<file path="src/rtl/ws2812b_driver_if.sv">
// LED ring control bundle: refresh enable, per-LED mask and intensity in; NRZ line and status out.
// Pure wiring; outputs are registered in the driver and there is no backpressure path.
interface ws2812b_driver_if #(
  parameter int NUM_LEDS = 12
);
  logic                en;
  logic [NUM_LEDS-1:0] led_mask;
  logic [7:0]          intensity;
  logic                dout;
  logic                busy;
  logic                frame_done;

  modport master (
    output en, led_mask, intensity,
    input  dout, busy, frame_done
  );

  modport slave (
    input  en, led_mask, intensity,
    output dout, busy, frame_done
  );
endinterface

</file>
<file path="src/rtl/ws2812b_driver.sv">
// Continuous WS2812B ring refresh: latch gap, one-cycle snapshot, then NUM_LEDS*24 bit periods.
// All outputs registered (one cycle behind the state decision); inputs only sampled at LOAD.
module ws2812b_driver #(
  parameter int         NUM_LEDS = 12,
  parameter int         T_BIT    = 50,
  parameter int         T0H      = 16,
  parameter int         T1H      = 32,
  parameter int         T_LATCH  = 2400,
  parameter logic [2:0] COLOR_EN = 3'b111
) (
  input  logic            clk_i,
  input  logic            res_n_i,
  ws2812b_driver_if.slave bus
);

  localparam int CYC_W = $clog2(T_BIT);
  localparam int LAT_W = $clog2(T_LATCH + 1);
  localparam int LED_W = (NUM_LEDS > 1) ? $clog2(NUM_LEDS) : 1;

  localparam logic [CYC_W-1:0] CYC_LAST = CYC_W'(T_BIT - 1);
  localparam logic [CYC_W-1:0] T0H_C    = CYC_W'(T0H);
  localparam logic [CYC_W-1:0] T1H_C    = CYC_W'(T1H);
  localparam logic [LAT_W-1:0] LAT_LAST = LAT_W'(T_LATCH - 1);
  localparam logic [LED_W-1:0] LED_LAST = LED_W'(NUM_LEDS - 1);
  localparam logic [4:0]       BIT_LAST = 5'd23;

  if (!(T0H > 0 && T0H < T1H && T1H < T_BIT)) begin : g_bad_timing
    $error("ws2812b_driver: need 0 < T0H < T1H < T_BIT");
  end

  typedef enum logic [1:0] {
    S_LATCH,
    S_IDLE,
    S_LOAD,
    S_SEND
  } state_t;

  state_t              state_q, state_d;
  logic [LAT_W-1:0]    lat_q, lat_d;
  logic [CYC_W-1:0]    cyc_q, cyc_d;
  logic [4:0]          bit_q, bit_d;
  logic [LED_W-1:0]    led_q, led_d;
  logic [NUM_LEDS-1:0] mask_q, mask_d;
  logic [7:0]          int_q, int_d;
  logic                dout_q, dout_d;
  logic                busy_q, busy_d;
  logic                done_q, done_d;

  logic                ch_en;
  logic [7:0]          byte_v;
  logic                cur_bit;

  always_comb begin
    state_d = state_q;
    lat_d   = lat_q;
    cyc_d   = cyc_q;
    bit_d   = bit_q;
    led_d   = led_q;
    mask_d  = mask_q;
    int_d   = int_q;
    done_d  = 1'b0;
    ch_en   = 1'b0;
    byte_v  = 8'h00;
    cur_bit = 1'b0;

    case (state_q)
      S_LATCH: begin
        if (lat_q == LAT_LAST) begin
          lat_d   = '0;
          state_d = bus.en ? S_LOAD : S_IDLE;
        end else begin
          lat_d = lat_q + 1'b1;
        end
      end
      S_IDLE: begin
        if (bus.en) state_d = S_LOAD;
      end
      S_LOAD: begin
        mask_d  = bus.led_mask;
        int_d   = bus.intensity;
        led_d   = '0;
        bit_d   = '0;
        cyc_d   = '0;
        state_d = S_SEND;
      end
      S_SEND: begin
        if (cyc_q == CYC_LAST) begin
          cyc_d = '0;
          if (bit_q == BIT_LAST) begin
            bit_d = '0;
            if (led_q == LED_LAST) begin
              led_d   = '0;
              done_d  = 1'b1;
              state_d = S_LATCH;
            end else begin
              led_d = led_q + 1'b1;
            end
          end else begin
            bit_d = bit_q + 1'b1;
          end
        end else begin
          cyc_d = cyc_q + 1'b1;
        end
      end
      default: state_d = S_LATCH;
    endcase

    // Decode the bit for the upcoming period so dout can be registered without a pipeline lag.
    case (bit_d[4:3])
      2'd0:    ch_en = COLOR_EN[2];
      2'd1:    ch_en = COLOR_EN[1];
      default: ch_en = COLOR_EN[0];
    endcase
    byte_v  = (mask_d[led_d] && ch_en) ? int_d : 8'h00;
    cur_bit = byte_v[~bit_d[2:0]];

    busy_d = (state_d == S_LOAD) || (state_d == S_SEND);
    dout_d = (state_d == S_SEND) && (cyc_d < (cur_bit ? T1H_C : T0H_C));
  end

  always_ff @(posedge clk_i or negedge res_n_i) begin
    if (!res_n_i) begin
      state_q <= S_LATCH;
      lat_q   <= '0;
      cyc_q   <= '0;
      bit_q   <= '0;
      led_q   <= '0;
      mask_q  <= '0;
      int_q   <= '0;
      dout_q  <= 1'b0;
      busy_q  <= 1'b0;
      done_q  <= 1'b0;
    end else begin
      state_q <= state_d;
      lat_q   <= lat_d;
      cyc_q   <= cyc_d;
      bit_q   <= bit_d;
      led_q   <= led_d;
      mask_q  <= mask_d;
      int_q   <= int_d;
      dout_q  <= dout_d;
      busy_q  <= busy_d;
      done_q  <= done_d;
    end
  end

  assign bus.dout       = dout_q;
  assign bus.busy       = busy_q;
  assign bus.frame_done = done_q;

endmodule

</file>
<file path="src/flat_wrapper.sv">
// flat-port wrapper written by rule: the top's interface ports become plain ports
module ws2812b_driver_flat 
#(
  parameter int         NUM_LEDS = 12,
  parameter int         T_BIT    = 50,
  parameter int         T0H      = 16,
  parameter int         T1H      = 32,
  parameter int         T_LATCH  = 2400,
  parameter logic [2:0] COLOR_EN = 3'b111
)
  (clk_i, res_n_i, bus_en, bus_led_mask, bus_intensity, bus_dout, bus_busy, bus_frame_done);
  ws2812b_driver_if #(.NUM_LEDS(NUM_LEDS)) bus_i ();
  input  logic clk_i;
  input  logic res_n_i;
  input wire logic [$bits(bus_i.en)-1:0] bus_en;
  input wire logic [$bits(bus_i.led_mask)-1:0] bus_led_mask;
  input wire logic [$bits(bus_i.intensity)-1:0] bus_intensity;
  output wire logic [$bits(bus_i.dout)-1:0] bus_dout;
  output wire logic [$bits(bus_i.busy)-1:0] bus_busy;
  output wire logic [$bits(bus_i.frame_done)-1:0] bus_frame_done;
  assign bus_i.en = bus_en;
  assign bus_i.led_mask = bus_led_mask;
  assign bus_i.intensity = bus_intensity;
  assign bus_dout = bus_i.dout;
  assign bus_busy = bus_i.busy;
  assign bus_frame_done = bus_i.frame_done;
  ws2812b_driver #(.NUM_LEDS(NUM_LEDS), .T_BIT(T_BIT), .T0H(T0H), .T1H(T1H), .T_LATCH(T_LATCH), .COLOR_EN(COLOR_EN)) u_core (.clk_i(clk_i), .res_n_i(res_n_i), .bus(bus_i));
endmodule
</file>
<file path="config.mk">
export PLATFORM = sky130hd
export DESIGN_NAME = ws2812b_driver_flat
export DESIGN_NICKNAME = d
export VERILOG_FILES = /design/src/rtl/ws2812b_driver_if.sv /design/src/rtl/ws2812b_driver.sv /design/src/flat_wrapper.sv
export SDC_FILE = /design/constraint.sdc
export NUM_CORES = 1
export LEC_CHECK = 0
export BUFFER_PORTS_ARGS = -buffer_cell sky130_fd_sc_hd__buf_2
export CAP_MARGIN = 20
export CORE_MARGIN = 2
export CORE_UTILIZATION = 45
export DETAILED_ROUTE_END_ITERATION = 10
export PLACE_DENSITY = 0.63
export SLEW_MARGIN = 10
export SYNTH_ARGS = -nofsm -noshare
export SYNTH_HDL_FRONTEND = slang
export SYNTH_SLANG_ARGS = --single-unit
</file>
<file path="constraint.sdc">
create_clock -name clk_i -period 6.5 [get_ports clk_i]
set_input_delay 0.65 -clock clk_i [delete_from_list [all_inputs] [get_ports clk_i]]
set_output_delay 0.65 -clock clk_i [all_outputs]
set_load 0.05 [all_outputs]
</file>
After elaboration in Yosys (flattened, before gate mapping)

Index checks and enable logic that the tools add are counted.

Div/mod/pow operators: 0
Bitwise logic cells: 1
Order comparisons: 3
Add/subtract/negate cells: 4
Muxes and demuxes: 29
$mul: 0
Shifts and indexed selects: 0
Reduce and logical (&&, ||, !) cells: 5
Eq/ne operators: 10

Operator list:

| cell                                                                  | count |
|---|---|
| 12-bit two-way mux                                                    | 2 |
| 8-bit two-way mux                                                     | 2 |
| 12-bit by 1-bit adder with 12-bit output (second input constant)      | 1 |
| 12-bit equality test (second input constant)                          | 1 |
| 2-bit two-way mux                                                     | 6 |
| 4-bit two-way mux                                                     | 3 |
| 6-bit two-way mux                                                     | 2 |
| 6-bit one-hot mux with 2 select lines                                 | 1 |
| 5-bit two-way mux                                                     | 2 |
| 5-bit one-hot mux with 2 select lines                                 | 1 |
| 2-bit equality test (second input constant)                           | 4 |
| 2-bit one-hot mux with 4 select lines                                 | 1 |
| 4-bit one-hot mux with 2 select lines                                 | 1 |
| 6-bit by 1-bit adder with 6-bit output (second input constant)        | 1 |
| 6-bit equality test (second input constant)                           | 1 |
| 6-bit < comparator                                                    | 1 |
| 1-bit two-way mux                                                     | 6 |
| 5-bit by 1-bit adder with 5-bit output (second input constant)        | 1 |
| 5-bit equality test (second input constant)                           | 1 |
| 4-bit by 5-bit < comparator with 1-bit output (second input constant) | 1 |
| 4-bit by 1-bit adder with 4-bit output (second input constant)        | 1 |
| 1-bit binary-select mux with 4-bit select                             | 1 |
| 4-bit equality test (second input constant)                           | 1 |
| 3-bit by 4-bit < comparator with 1-bit output (second input constant) | 1 |
| 9 further kinds                                                       | 9 |

Memories: 0
ROM bits: 0
Bits in writable memories: 0
Logic and storage cells: 63
Input bits: 23
Bits in latches: 0
Register bits after elaboration: 52

Depth between registers and ports, before layout

Gate-level depths: netlist of run 1.

Depth after elaboration: 13
Depth in mapped cells: 13
Gate-level depth less buffers: 13

Worst setup path after synthesis of run 1

No wires, ideal clock.

Kind: register to register
Start point: register u_core.cyc_q[2]
End point: register u_core.dout_q (netlist: u_core.bus.dout)
Cell stages (with the launch flop): 13
Path slack: 3.643 ns
Period minus slack after synthesis: 2.857 ns
Library setup time: 0.064 ns
Path buffers: 2
Data arrival time: 2.793 ns
Required time: 6.436 ns
Cell sequence: dfrtp_1 > or3b_1 > buf_6 > o211a_1 > or2_1 > buf_6 > mux2i_1 > a211oi_2 > nor2_1 > o31a_1 > ha_1 > nor3_1 > a21o_1

RTL lines:

| element                                   | line                  | RTL |
|---|---|---|
| start, declared                           | ws2812b_driver.sv:40  | `logic [CYC_W-1:0] cyc_q, cyc_d;` |
| start signal, assigned                    | ws2812b_driver.sv:136 | `cyc_q <= cyc_d;` |
| 6-bit equality test                       | ws2812b_driver.sv:87  | `if (cyc_q == CYC_LAST) begin` |
| 5-bit two-way mux                         | ws2812b_driver.sv:87  |  |
| 5-bit one-hot mux with 2 select lines     | ws2812b_driver.sv:66  | `case (state_q)` |
| net u_core.bit_d[0]                       | ws2812b_driver.sv:41  | `logic [4:0] bit_q, bit_d;` |
| 3-bit NOT                                 | ws2812b_driver.sv:115 | `cur_bit = byte_v[~bit_d[2:0]];` |
| 1-bit binary-select mux with 3-bit select | ws2812b_driver.sv:115 |  |
| 1-bit two-way mux (not written as such)   | ws2812b_driver.sv:115 |  |
| 6-bit two-way mux                         | ws2812b_driver.sv:118 | `dout_d = (state_d == S_SEND) && (cyc_d < (cur_bit ? T1H_C : T0H_C));` |
| 6-bit < comparator                        | ws2812b_driver.sv:118 |  |
| 1-bit logical AND                         | ws2812b_driver.sv:118 |  |
| net u_core.dout_d                         | ws2812b_driver.sv:45  | `logic dout_q, dout_d;` |
| end signal, assigned                      | ws2812b_driver.sv:141 | `dout_q <= dout_d;` |
| end, declared                             | ws2812b_driver.sv:45  |  |

The timed path passes the listed nets, and every way through them passes these cells. The select of a mux whose other input is x is not followed.
A chain may end at the register's enable or synchronous reset.

Worst setup path in the final report of run 1

Start point: register u_core.state_q[1]
End point: register u_core.dout_q (netlist: u_core.bus.dout)

Cells in the longest elaborated chain, start to end: 10

Ends and longest elaborated chain:

| element                                                                     | line                  | RTL |
|---|---|---|
| start, declared                                                             | ws2812b_driver.sv:38  | `state_t state_q, state_d;` |
| start signal, assigned                                                      | ws2812b_driver.sv:134 | `state_q <= state_d;` |
| 2-bit equality test                                                         | ws2812b_driver.sv:66  |  |
| 4-bit one-hot mux with 2 select lines or 12-bit two-way mux (tied branches) | ws2812b_driver.sv:66  |  |
| 1-bit binary-select mux with 4-bit select                                   | ws2812b_driver.sv:114 | `byte_v = (mask_d[led_d] && ch_en) ? int_d : 8'h00;` |
| 1-bit two-way mux (not written as such)                                     | ws2812b_driver.sv:114 |  |
| 8-bit two-way mux                                                           | ws2812b_driver.sv:114 |  |
| 1-bit binary-select mux with 3-bit select                                   | ws2812b_driver.sv:115 |  |
| 1-bit two-way mux (not written as such)                                     | ws2812b_driver.sv:115 |  |
| 6-bit two-way mux                                                           | ws2812b_driver.sv:118 |  |
| 6-bit < comparator                                                          | ws2812b_driver.sv:118 |  |
| 1-bit logical AND *                                                         | ws2812b_driver.sv:118 |  |
| net u_core.dout_d                                                           | ws2812b_driver.sv:45  |  |

Mark *: on every way through the listed nets, which the timed path passes. The rest lies on a longest branch. The select of a mux whose other input is x is not followed.

==> impl_metrics.env, run 1 <==
export IMPL_final_util_pct=51.1
export IMPL_crit_family="simple AND/OR/NAND/NOR gates"
export IMPL_avgSynthCellArea_um2=9.75
export IMPL_core_area_um2=5850
export IMPL_setup_ws_ps=3230
export IMPL_port_buffers=25
export IMPL_drc_errors=0
export IMPL_critPathRequiredTime_ps=6750
export IMPL_grt_pass1_vias=1876
export IMPL_total_power_uw=882
export IMPL_area_growth_pct=11.1
export IMPL_cp_end_kind="flop"
export IMPL_drv_cap=0
export IMPL_outcome="finished clean"
export IMPL_overflow=0
export IMPL_post_cts_buffers=0
export IMPL_grt_usage_pct=17.8
export IMPL_final_max_slew_violation_count=0
export IMPL_cts_root_buf="clkbuf_8"
export IMPL_synth_area_top_cells="dfrtp_1 48%, nand2_1 9.5%, mux2i_1 4.8%, ha_1 2.8%, o21ai_0 2.8%"
export IMPL_skew_ps=10.1
export IMPL_synth_top_flop_cell="dfrtp_1"
export IMPL_fp_dieH_um=81.3
export IMPL_path_cells="nand2b_1 -> o211a_1 -> or2_1 -> mux2i_1 -> a211oi_2 -> nor2_1 -> o31a_1 -> ha_1 -> nor3_1 -> a21o_1"
export IMPL_clkSinkCount=52
export IMPL_die_width_um=81.3
export IMPL_worst_path_largest_cell_delay_ps=680
export IMPL_min_period_ps=3270
export IMPL_die_area_um2=6620
export IMPL_leakagePower_nw=1.45
export IMPL_drtPass1Iterations=4
export IMPL_switching_share_pct=31.9
export IMPL_min_path_type="input pin to asynchronous set/reset pin"
export IMPL_crit_slowest_cell="dfrtp_1"
export IMPL_synth_edf_count=0
export IMPL_syn_instance_count=276
export IMPL_dp_cells=369
export IMPL_synth_seq_cells=52
export IMPL_grt_max_degree=53
export IMPL_num_fill_cells=532
export IMPL_comb_power_share_pct=25.8
export IMPL_arrival_ps=3520
export IMPL_htreeDepth=2
export IMPL_yosys_area_top_type="dfrtp_1"
export IMPL_clk_pin_slew_ps=100
export IMPL_ys_warn_count=0
export IMPL_top_level_ports=26
export IMPL_clock_path_buffers=2
export IMPL_initial_core_util_pct=46.0
export IMPL_whs_ps=430
export IMPL_yosysMostFrequentCell="nand2_1"
export IMPL_vias_per_cell=5.23
export IMPL_antenna_cells=0
export IMPL_nets=330
export IMPL_netlist_area_um2=2690
export IMPL_finalNonFillerCells=377
export IMPL_dpl_cell_area_um2=2880
export IMPL_clk_latency_ps=310
export IMPL_gp_congestion=0.739
export IMPL_p_clk_share_pct=26.0
export IMPL_fmax_mhz=305
export IMPL_vias=1971
export IMPL_ys_seq_area_share_pct=48.3
export IMPL_syn_num_nets=305
export IMPL_synth_distinct_cells=46
export IMPL_grt_pass1_wl_um=9050
export IMPL_dp_slack_ps=3250
export IMPL_synthArstFlopShare_pct=100
export IMPL_cp_num_cells=10
export IMPL_cts_tree="built"
export IMPL_p_switching_uw=281
export IMPL_tightest_slew_ps=750
export IMPL_powerDensity_nw_per_um2=295
export IMPL_ir_worst_vdd_mv=0.137
export IMPL_wl_per_cell_um=13.6
export IMPL_wl_um=5120
export IMPL_synthTopCellsByCount="68 x nand2_1, 52 x dfrtp_1, 16 x nor2_1"
export IMPL_fin_crit_sh_pct=50.4
export IMPL_drtIter0Drc=119
export IMPL_ctsResizeCount=0
export IMPL_r2r_cells=10
export IMPL_final_area_um2=2990
export IMPL_yosysTopAreaCellShare_pct=48.3
export IMPL_antenna_found_initial=0
export IMPL_fin_tns_setup_ps=0
export IMPL_rsz0062_at_grt="no"
export IMPL_final_layout_size_suffix_gt1_share_pct=15.9
export IMPL_internal_power_uw=600
export IMPL_antenna_left=0
export IMPL_slew_headroom_pct=49.6
export IMPL_worst_setup_path_type="flop to flop"
export IMPL_final_hold_viol_count=0
export IMPL_place_hpwl_um=3690
export IMPL_cp_start_kind="flop"
export IMPL_rows=28
export IMPL_setup_violations=0
export IMPL_hold_buffers=0
export IMPL_cts_made_buffers=5
export IMPL_cp_max_fo=19
export IMPL_seq_power_share_pct=48.2
export IMPL_crit_buf_inv=0
==> final cells by class <==
class                           count  area, um^2  share of cell area [%]
Multi-Input combinational cell    205        1300                    43.6
Sequential cell                    52        1300                    43.5
Timing Repair Buffer               27         140                    4.69
Tap cell                           75        93.8                    3.14
Clock buffer                        5        68.8                    2.30
Clock inverter                      3        46.3                    1.55
Inverter                           10        37.5                    1.26
==> state kept, by name (all words and copies together) (netlist names) <==
name	count
u_core.bus.dout	1
u_core.led_q	4
u_core.int_q	8
u_core.cyc_q	6
u_core.bit_q	5
u_core.lat_q	12
u_core.bus.frame_done	1
u_core.state_q	2
u_core.mask_q	12
u_core.bus.busy	1
==> layout by cell type (no fill, tap or decap), types with 3 or more instances in the layout <==
cell and n:
xnor2_1 7, nand3_1 12, mux2_2 4, o21ai_0 15, nor4_4 3, nor3b_1 3
inv_1 10, xor2_1 5, dfrtp_1 52, a21oi_1 4, nor3_1 4, mux2i_1 13
and3_1 3, clkbuf_8 5, buf_2 25, nand4_1 4, nor2_1 16, ha_1 6
nand2_1 68
==> cell families (layout without fill, tap and decap cells) <==
kind of cell	Yosys count	count (layout)	share of synthesized area [%]
and+or+nand+nor	129	129	23.9
DFF	52	52	48.3
AOI/OAI and AO/OA	41	41	11.3
buffers and inverters	19	45	3.25
muxes	17	17	6.51
xor gates and xnor gates	12	12	3.91
adders and majority gates	6	6	2.79
==> final timing paths <==
| path | slack [ps] | from | endpoint |
|---|---|---|---|
| setup reg to reg | 3230 | u_core.state_q[1] | u_core.bus.dout |
| hold / removal | 430 | res_n_i | u_core.bit_q[3] |
| setup / recovery | 3230 | u_core.state_q[1] | u_core.bus.dout |
| min in group clk_i | 480 | u_core.int_q[1] | u_core.int_q[1] |
| max in group asynchronous | 5620 | res_n_i | u_core.led_q[3] |
| hold reg to reg | 480 | u_core.int_q[1] | u_core.int_q[1] |
==> routing by layer <==
layer,up-vias,part of all wire [%],routed length [um],track usage [%]
met2,34,44,2250,26.6
met5,-,0,0,0
met1,926,51,2630,26.0
met3,6,3.5,177,3.67
li1,1005,-,-,-
met4,0,1.2,62,5.08
==> power groups by stage <==
stage                     Combinational [mW]  Sequential (mW)  Clock, mW
after global routing                   0.259            0.434      0.255
after floorplan                        0.178            0.433          0
after global placement                 0.227            0.431          0
after detailed placement               0.230            0.432          0
after CTS                              0.231            0.426      0.236
final                                  0.227            0.425      0.229
Power figures use the tool's default switching activity.
==> run 2, diff against run 1 <==
clock period = 3.3 ns   (was 6.5 ns; I/O delays follow)
==> run 2 against run 1 <==
Die area stayed put. Flip-flop and latch count did not move. Register-to-register slack worse by 3000 ps. Sequential share of layout area shrank 0.31 points. Clock skew down 4.1 ps. Via count is 0.25% higher.
==> impl_metrics.env, run 2 (synthesis results as in run 1) <==
export IMPL_outcome="finished clean"
export IMPL_antenna_found_initial=0
export IMPL_area_growth_pct=11.9
export IMPL_slew_headroom_pct=39.2
export IMPL_fin_tns_setup_ps=0
export IMPL_switching_share_pct=32.2
export IMPL_hold_buffers=0
export IMPL_port_buffers=25
export IMPL_powerDensity_nw_per_um2=551
export IMPL_cts_tree="built"
export IMPL_cp_max_fo=6
export IMPL_setup_violations=0
export IMPL_clk_latency_ps=300
export IMPL_die_area_um2=6620
export IMPL_cp_end_kind="flop"
export IMPL_final_common_cell="nand2_1"
export IMPL_die_width_um=81.3
export IMPL_worst_setup_path_type="flop to flop"
export IMPL_regArea_um2=1300
export IMPL_clock_path_buffers=2
export IMPL_wl_um=5180
export IMPL_finalNonFillerCells=382
export IMPL_seq_power_share_pct=50.3
export IMPL_multiInputGateArea_um2=1300
export IMPL_antenna_cells=0
export IMPL_nets=336
export IMPL_place_hpwl_um=3870
export IMPL_leakagePower_nw=1.47
export IMPL_num_fill_cells=552
export IMPL_fmax_mhz=327
export IMPL_min_period_ps=3060
export IMPL_htreeDepth=2
export IMPL_initial_core_util_pct=46.0
export IMPL_drtPass1Iterations=4
export IMPL_antenna_left=0
export IMPL_top_level_ports=26
export IMPL_rows=28
export IMPL_skew_ps=5.97
export IMPL_final_layout_size_suffix_gt1_share_pct=17.3
export IMPL_ir_worst_vdd_mv=0.289
export IMPL_p_switching_uw=535
export IMPL_grt_pass1_vias=1975
export IMPL_vias=1976
export IMPL_clk_pin_slew_ps=90
export IMPL_critPathRequiredTime_ps=3550
export IMPL_clkSinkCount=52
export IMPL_fin_crit_sh_pct=92.6
export IMPL_grt_max_degree=42
export IMPL_drv_cap=0
export IMPL_gp_congestion=0.895
export IMPL_overflow=0
export IMPL_top_regs="u_core.lat_q x12, u_core.mask_q x12, u_core.int_q x8"
export IMPL_vias_per_cell=5.17
export IMPL_p_clk_share_pct=22.7
export IMPL_grt_usage_pct=17.4
export IMPL_min_path_type="input pin to asynchronous set/reset pin"
export IMPL_cts_root_buf="clkbuf_8"
export IMPL_arrival_ps=3300
export IMPL_wl_per_cell_um=13.6
export IMPL_final_hold_viol_count=0
export IMPL_cp_start_kind="flop"
export IMPL_drc_errors=0
export IMPL_dp_cells=375
export IMPL_core_area_um2=5850
export IMPL_drtIter0Drc=84
export IMPL_comb_power_share_pct=27.1
export IMPL_rsz0062_at_grt="no"
export IMPL_grt_pass1_wl_um=9040
export IMPL_tightest_slew_ps=912
export IMPL_fp_dieH_um=81.3
export IMPL_internal_power_mw=1.12
export IMPL_post_cts_buffers=0
export IMPL_cts_made_buffers=5
export IMPL_ctsResizeCount=0
export IMPL_layout_common_cells="68 x nand2_1, 52 x dfrtp_1, 25 x buf_2"
export IMPL_final_max_slew_violation_count=0
==> run 2: cell types whose count changed in the layout (fill, tap and decap cells not counted), sizes merged <==
cell | before | now
clkbuf | 5 | 6
inv | 11 | 10
clkinv | 0 | 1
buf | 27 | 33
clkinvlp | 1 | 0
bufinv | 1 | 0
==> run 2: cell type report <==
class | count | area share (%)
tap | 75 | 3.12
clock buffer | 6 | 2.74
clock inverter | 1 | 0.291
inverter | 10 | 1.25
multi-input combinational | 205 | 43.2
timing repair buffer | 33 | 6.15
sequential | 52 | 43.2
==> run 2: power by group through the flow <==
stage | clock, mW | combinational, mW | sequential (mW)
3_5_place_dp | 0 | 0.454 | 0.849
5_1_grt | 0.416 | 0.511 | 0.850
2_1_floorplan | 0 | 0.351 | 0.853
6_report | 0.376 | 0.449 | 0.835
4_1_cts | 0.390 | 0.456 | 0.835
3_3_place_gp | 0 | 0.447 | 0.844
==> run 2: stage by stage <==
stage / setup WS, ps / total power [mW] / hold slack (ps) / area [um^2] / utilization, %
finish: 243 / 1.66 / 155 / 3010 / 51.5
global route: 22.6 / 1.78 / 222 / 3010 / 51.5
floorplan: 443 / 1.20 / 34.4 / 2690 / -
detailed placement: 240 / 1.30 / 460 / 2920 / 49.9
CTS: 216 / 1.68 / 198 / 3010 / 51.5
global placement: 261 / 1.29 / 454 / 2920 / 49.9
==> run 2: per-layer routing <==
layer  share of wire [%]  global-route usage, %  up-vias
met5                   0                      0        -
met3                 2.8                   3.44        5
met1                  51                   24.6      932
met2                  45                   27.9       28
met4                0.93                   3.56        0
li1                    -                      -     1011
==> run 2: critical path, cell delays in order, from the launching register on <==
cell,delay [ps]
dfrtp_1,440
or3b_1,560
o211a_1,330
or2_1,290
mux2i_1,160
a211oi_2,270
nor2_1,60
o31a_1,320
ha_1,290
nor3_1,180
a21o_1,100
==> run 2: path summary, 6_finish.rpt <==
path                                       from                end  slack (ps)  cells after the start
worst max-delay path            u_core.cyc_q[2]    u_core.bus.dout         240                     10
worst min-delay path                    res_n_i    u_core.int_q[3]         160                      1
worst max register to register  u_core.cyc_q[2]    u_core.bus.dout         240                     10
worst min register to register  u_core.int_q[5]    u_core.int_q[5]         480                      2
max in group asynchronous               res_n_i   u_core.lat_q[11]        2440                      2
min in group clk_i                       bus_en  u_core.state_q[0]         230                      2
==> run 3, diff against run 2 <==
CTS_BUF_LIST = sky130_fd_sc_hd__clkbuf_16   (was unset)
RECOVER_POWER = 50   (was unset)
==> run 3 against run 2 <==
The flow now finishes with violations (max-capacitance violations, max-slew violations). Critical path type unchanged. Non-clock buffer count did not move. First-iteration DRC count up 4.8%. Cell count unchanged. Count of clock-buffer cells in the layout down 1. Largest power group unchanged.
==> impl_metrics.env, run 3 (synthesis results as in run 1) <==
export IMPL_leakagePower_nw=1.48
export IMPL_hold_buffers=0
export IMPL_rsz0062_at_grt="no"
export IMPL_cp_end_kind="flop"
export IMPL_fin_crit_sh_pct=92.5
export IMPL_top_regs="u_core.lat_q x12, u_core.mask_q x12, u_core.int_q x8"
export IMPL_area_growth_pct=13.4
export IMPL_fp_dieH_um=81.3
export IMPL_finalNonFillerCells=382
export IMPL_drv_cap=1
export IMPL_final_max_slew_violation_count=42
export IMPL_dp_cells=375
export IMPL_fmax_mhz=328
export IMPL_post_cts_buffers=0
export IMPL_drtIter0Drc=88
export IMPL_min_period_ps=3050
export IMPL_cts_made_buffers=5
export IMPL_clock_path_buffers=2
export IMPL_worst_setup_path_type="flop to flop"
export IMPL_slew_headroom_pct=-46.5
export IMPL_total_power_mw=1.78
export IMPL_layout_common_cells="68 x nand2_1, 52 x dfrtp_1, 23 x buf_2"
export IMPL_clkSinkCount=52
export IMPL_drc_errors=0
export IMPL_wl_per_cell_um=13.6
export IMPL_cts_root_buf="clkbuf_16"
export IMPL_r2r_end="u_core.bus.dout"
export IMPL_r2r_slack_ps=250
export IMPL_clk_latency_ps=280
export IMPL_clk_pin_slew_ps=70
export IMPL_htreeDepth=2
export IMPL_setup_ws_ps=248
export IMPL_outcome="complete, but fails checks"
export IMPL_setup_violations=0
export IMPL_grt_usage_pct=17.4
export IMPL_core_area_um2=5850
export IMPL_vias=1991
export IMPL_critical_path_startpoint="u_core.cyc_q[0]"
export IMPL_place_hpwl_um=3870
export IMPL_final_common_cell="nand2_1"
export IMPL_grt_max_degree=42
export IMPL_skew_ps=4.62
export IMPL_gp_congestion=0.895
export IMPL_die_width_um=81.3
export IMPL_drtPass1Iterations=4
export IMPL_reg2reg_from="u_core.cyc_q[0]"
export IMPL_cts_tree="built"
export IMPL_regArea_um2=1300
export IMPL_critPathRequiredTime_ps=3530
export IMPL_cp_max_fo=5
export IMPL_wl_um=5200
export IMPL_powerDensity_nw_per_um2=583
export IMPL_dp_slack_ps=240
export IMPL_cp_start_kind="flop"
export IMPL_min_path_type="input pin to flop"
export IMPL_grt_pass1_vias=1984
export IMPL_antenna_cells=0
export IMPL_top_level_ports=26
export IMPL_nets=336
export IMPL_fin_tns_setup_ps=0
export IMPL_cp_endpoint="u_core.bus.dout"
export IMPL_die_area_um2=6620
export IMPL_final_hold_viol_count=0
export IMPL_r2r_cells=11
export IMPL_overflow=0
export IMPL_multiInputGateArea_um2=1300
export IMPL_initial_core_util_pct=46.0
export IMPL_final_layout_size_suffix_gt1_share_pct=16.0
export IMPL_port_buffers=25
export IMPL_vias_per_cell=5.21
export IMPL_num_fill_cells=540
export IMPL_rows=28
export IMPL_antenna_left=0
export IMPL_ctsResizeCount=0
export IMPL_tightest_slew_ps=2200
export IMPL_arrival_ps=3280
export IMPL_whs_ps=254
export IMPL_ir_worst_vdd_mv=0.291
export IMPL_antenna_found_initial=0
export IMPL_violations="max-capacitance violations, max-slew violations"
export IMPL_grt_pass1_wl_um=9060
-- run 3: changes by cell type in the layout (fill, tap and decap cells not counted) --
cell / delta
clkinv_1: +1
buf_2: -2
clkbuf_16: +5
buf_4: -1
clkbuf_1: +3
clkbuf_8: -6
-- run 3: cell type report --
cell class	count	share of cell area, %
Sequential cell	52	42.6
Multi-Input combinational cell	205	42.7
Inverter	10	1.23
Timing Repair Buffer	33	5.86
Clock buffer	5	4.10
Clock inverter	2	0.410
Tap cell	75	3.08
-- run 3: stage by stage --
stage / instance area (um^2) / util [%]
3_3_place_gp: 2920 / 49.9
2_1_floorplan: 2690 / -
5_1_grt: 3050 / 52.2
6_report: 3050 / 52.2
4_1_cts: 3060 / 52.3
3_5_place_dp: 2920 / 49.9
-- run 3: worst max-delay path, cell delays in order (launching register included) --
cell and delay [ps]:
dfrtp_1 420, ha_1 250, nand2_1 280, nor2_1 120, o21ai_0 550, a221oi_2 170, a211oi_2 260, nor2_1 60
o31a_1 320, ha_1 290, nor3_1 180, a21o_1 100
-- run 3: report_power, final --
group | switching, mW | leakage, nW | internal (mW) | total [mW]
clock | 0.219 | 0.0673 | 0.276 | 0.495
combinational | 0.254 | 0.756 | 0.195 | 0.448
sequential | 0.0739 | 0.656 | 0.763 | 0.837
total | 0.546 | 1.48 | 1.23 | 1.78
-- run 3: worst min path at each step --
| stage | start | endpoint | slack, ps | depth (start not counted) |
|---|---|---|---|---|
| floorplan | res_n_i | u_core.bit_q[0] | 30 | 0 |
| global placement | u_core.int_q[1] | u_core.int_q[1] | 450 | 2 |
| detailed placement | u_core.mask_q[3] | u_core.mask_q[3] | 460 | 2 |
| CTS | res_n_i | u_core.cyc_q[0] | 230 | 1 |
| global route | bus_en | u_core.state_q[0] | 250 | 2 |
| finish | bus_en | u_core.state_q[0] | 250 | 2 |
-- run 3: per-layer routing --
layer | global-route usage [%] | up-vias | routed length, um
met5 | 0 | - | 0
li1 | - | 1011 | -
met3 | 3.44 | 2 | 149
met4 | 3.56 | 0 | 19
met1 | 24.2 | 951 | 2620
met2 | 28.4 | 27 | 2410
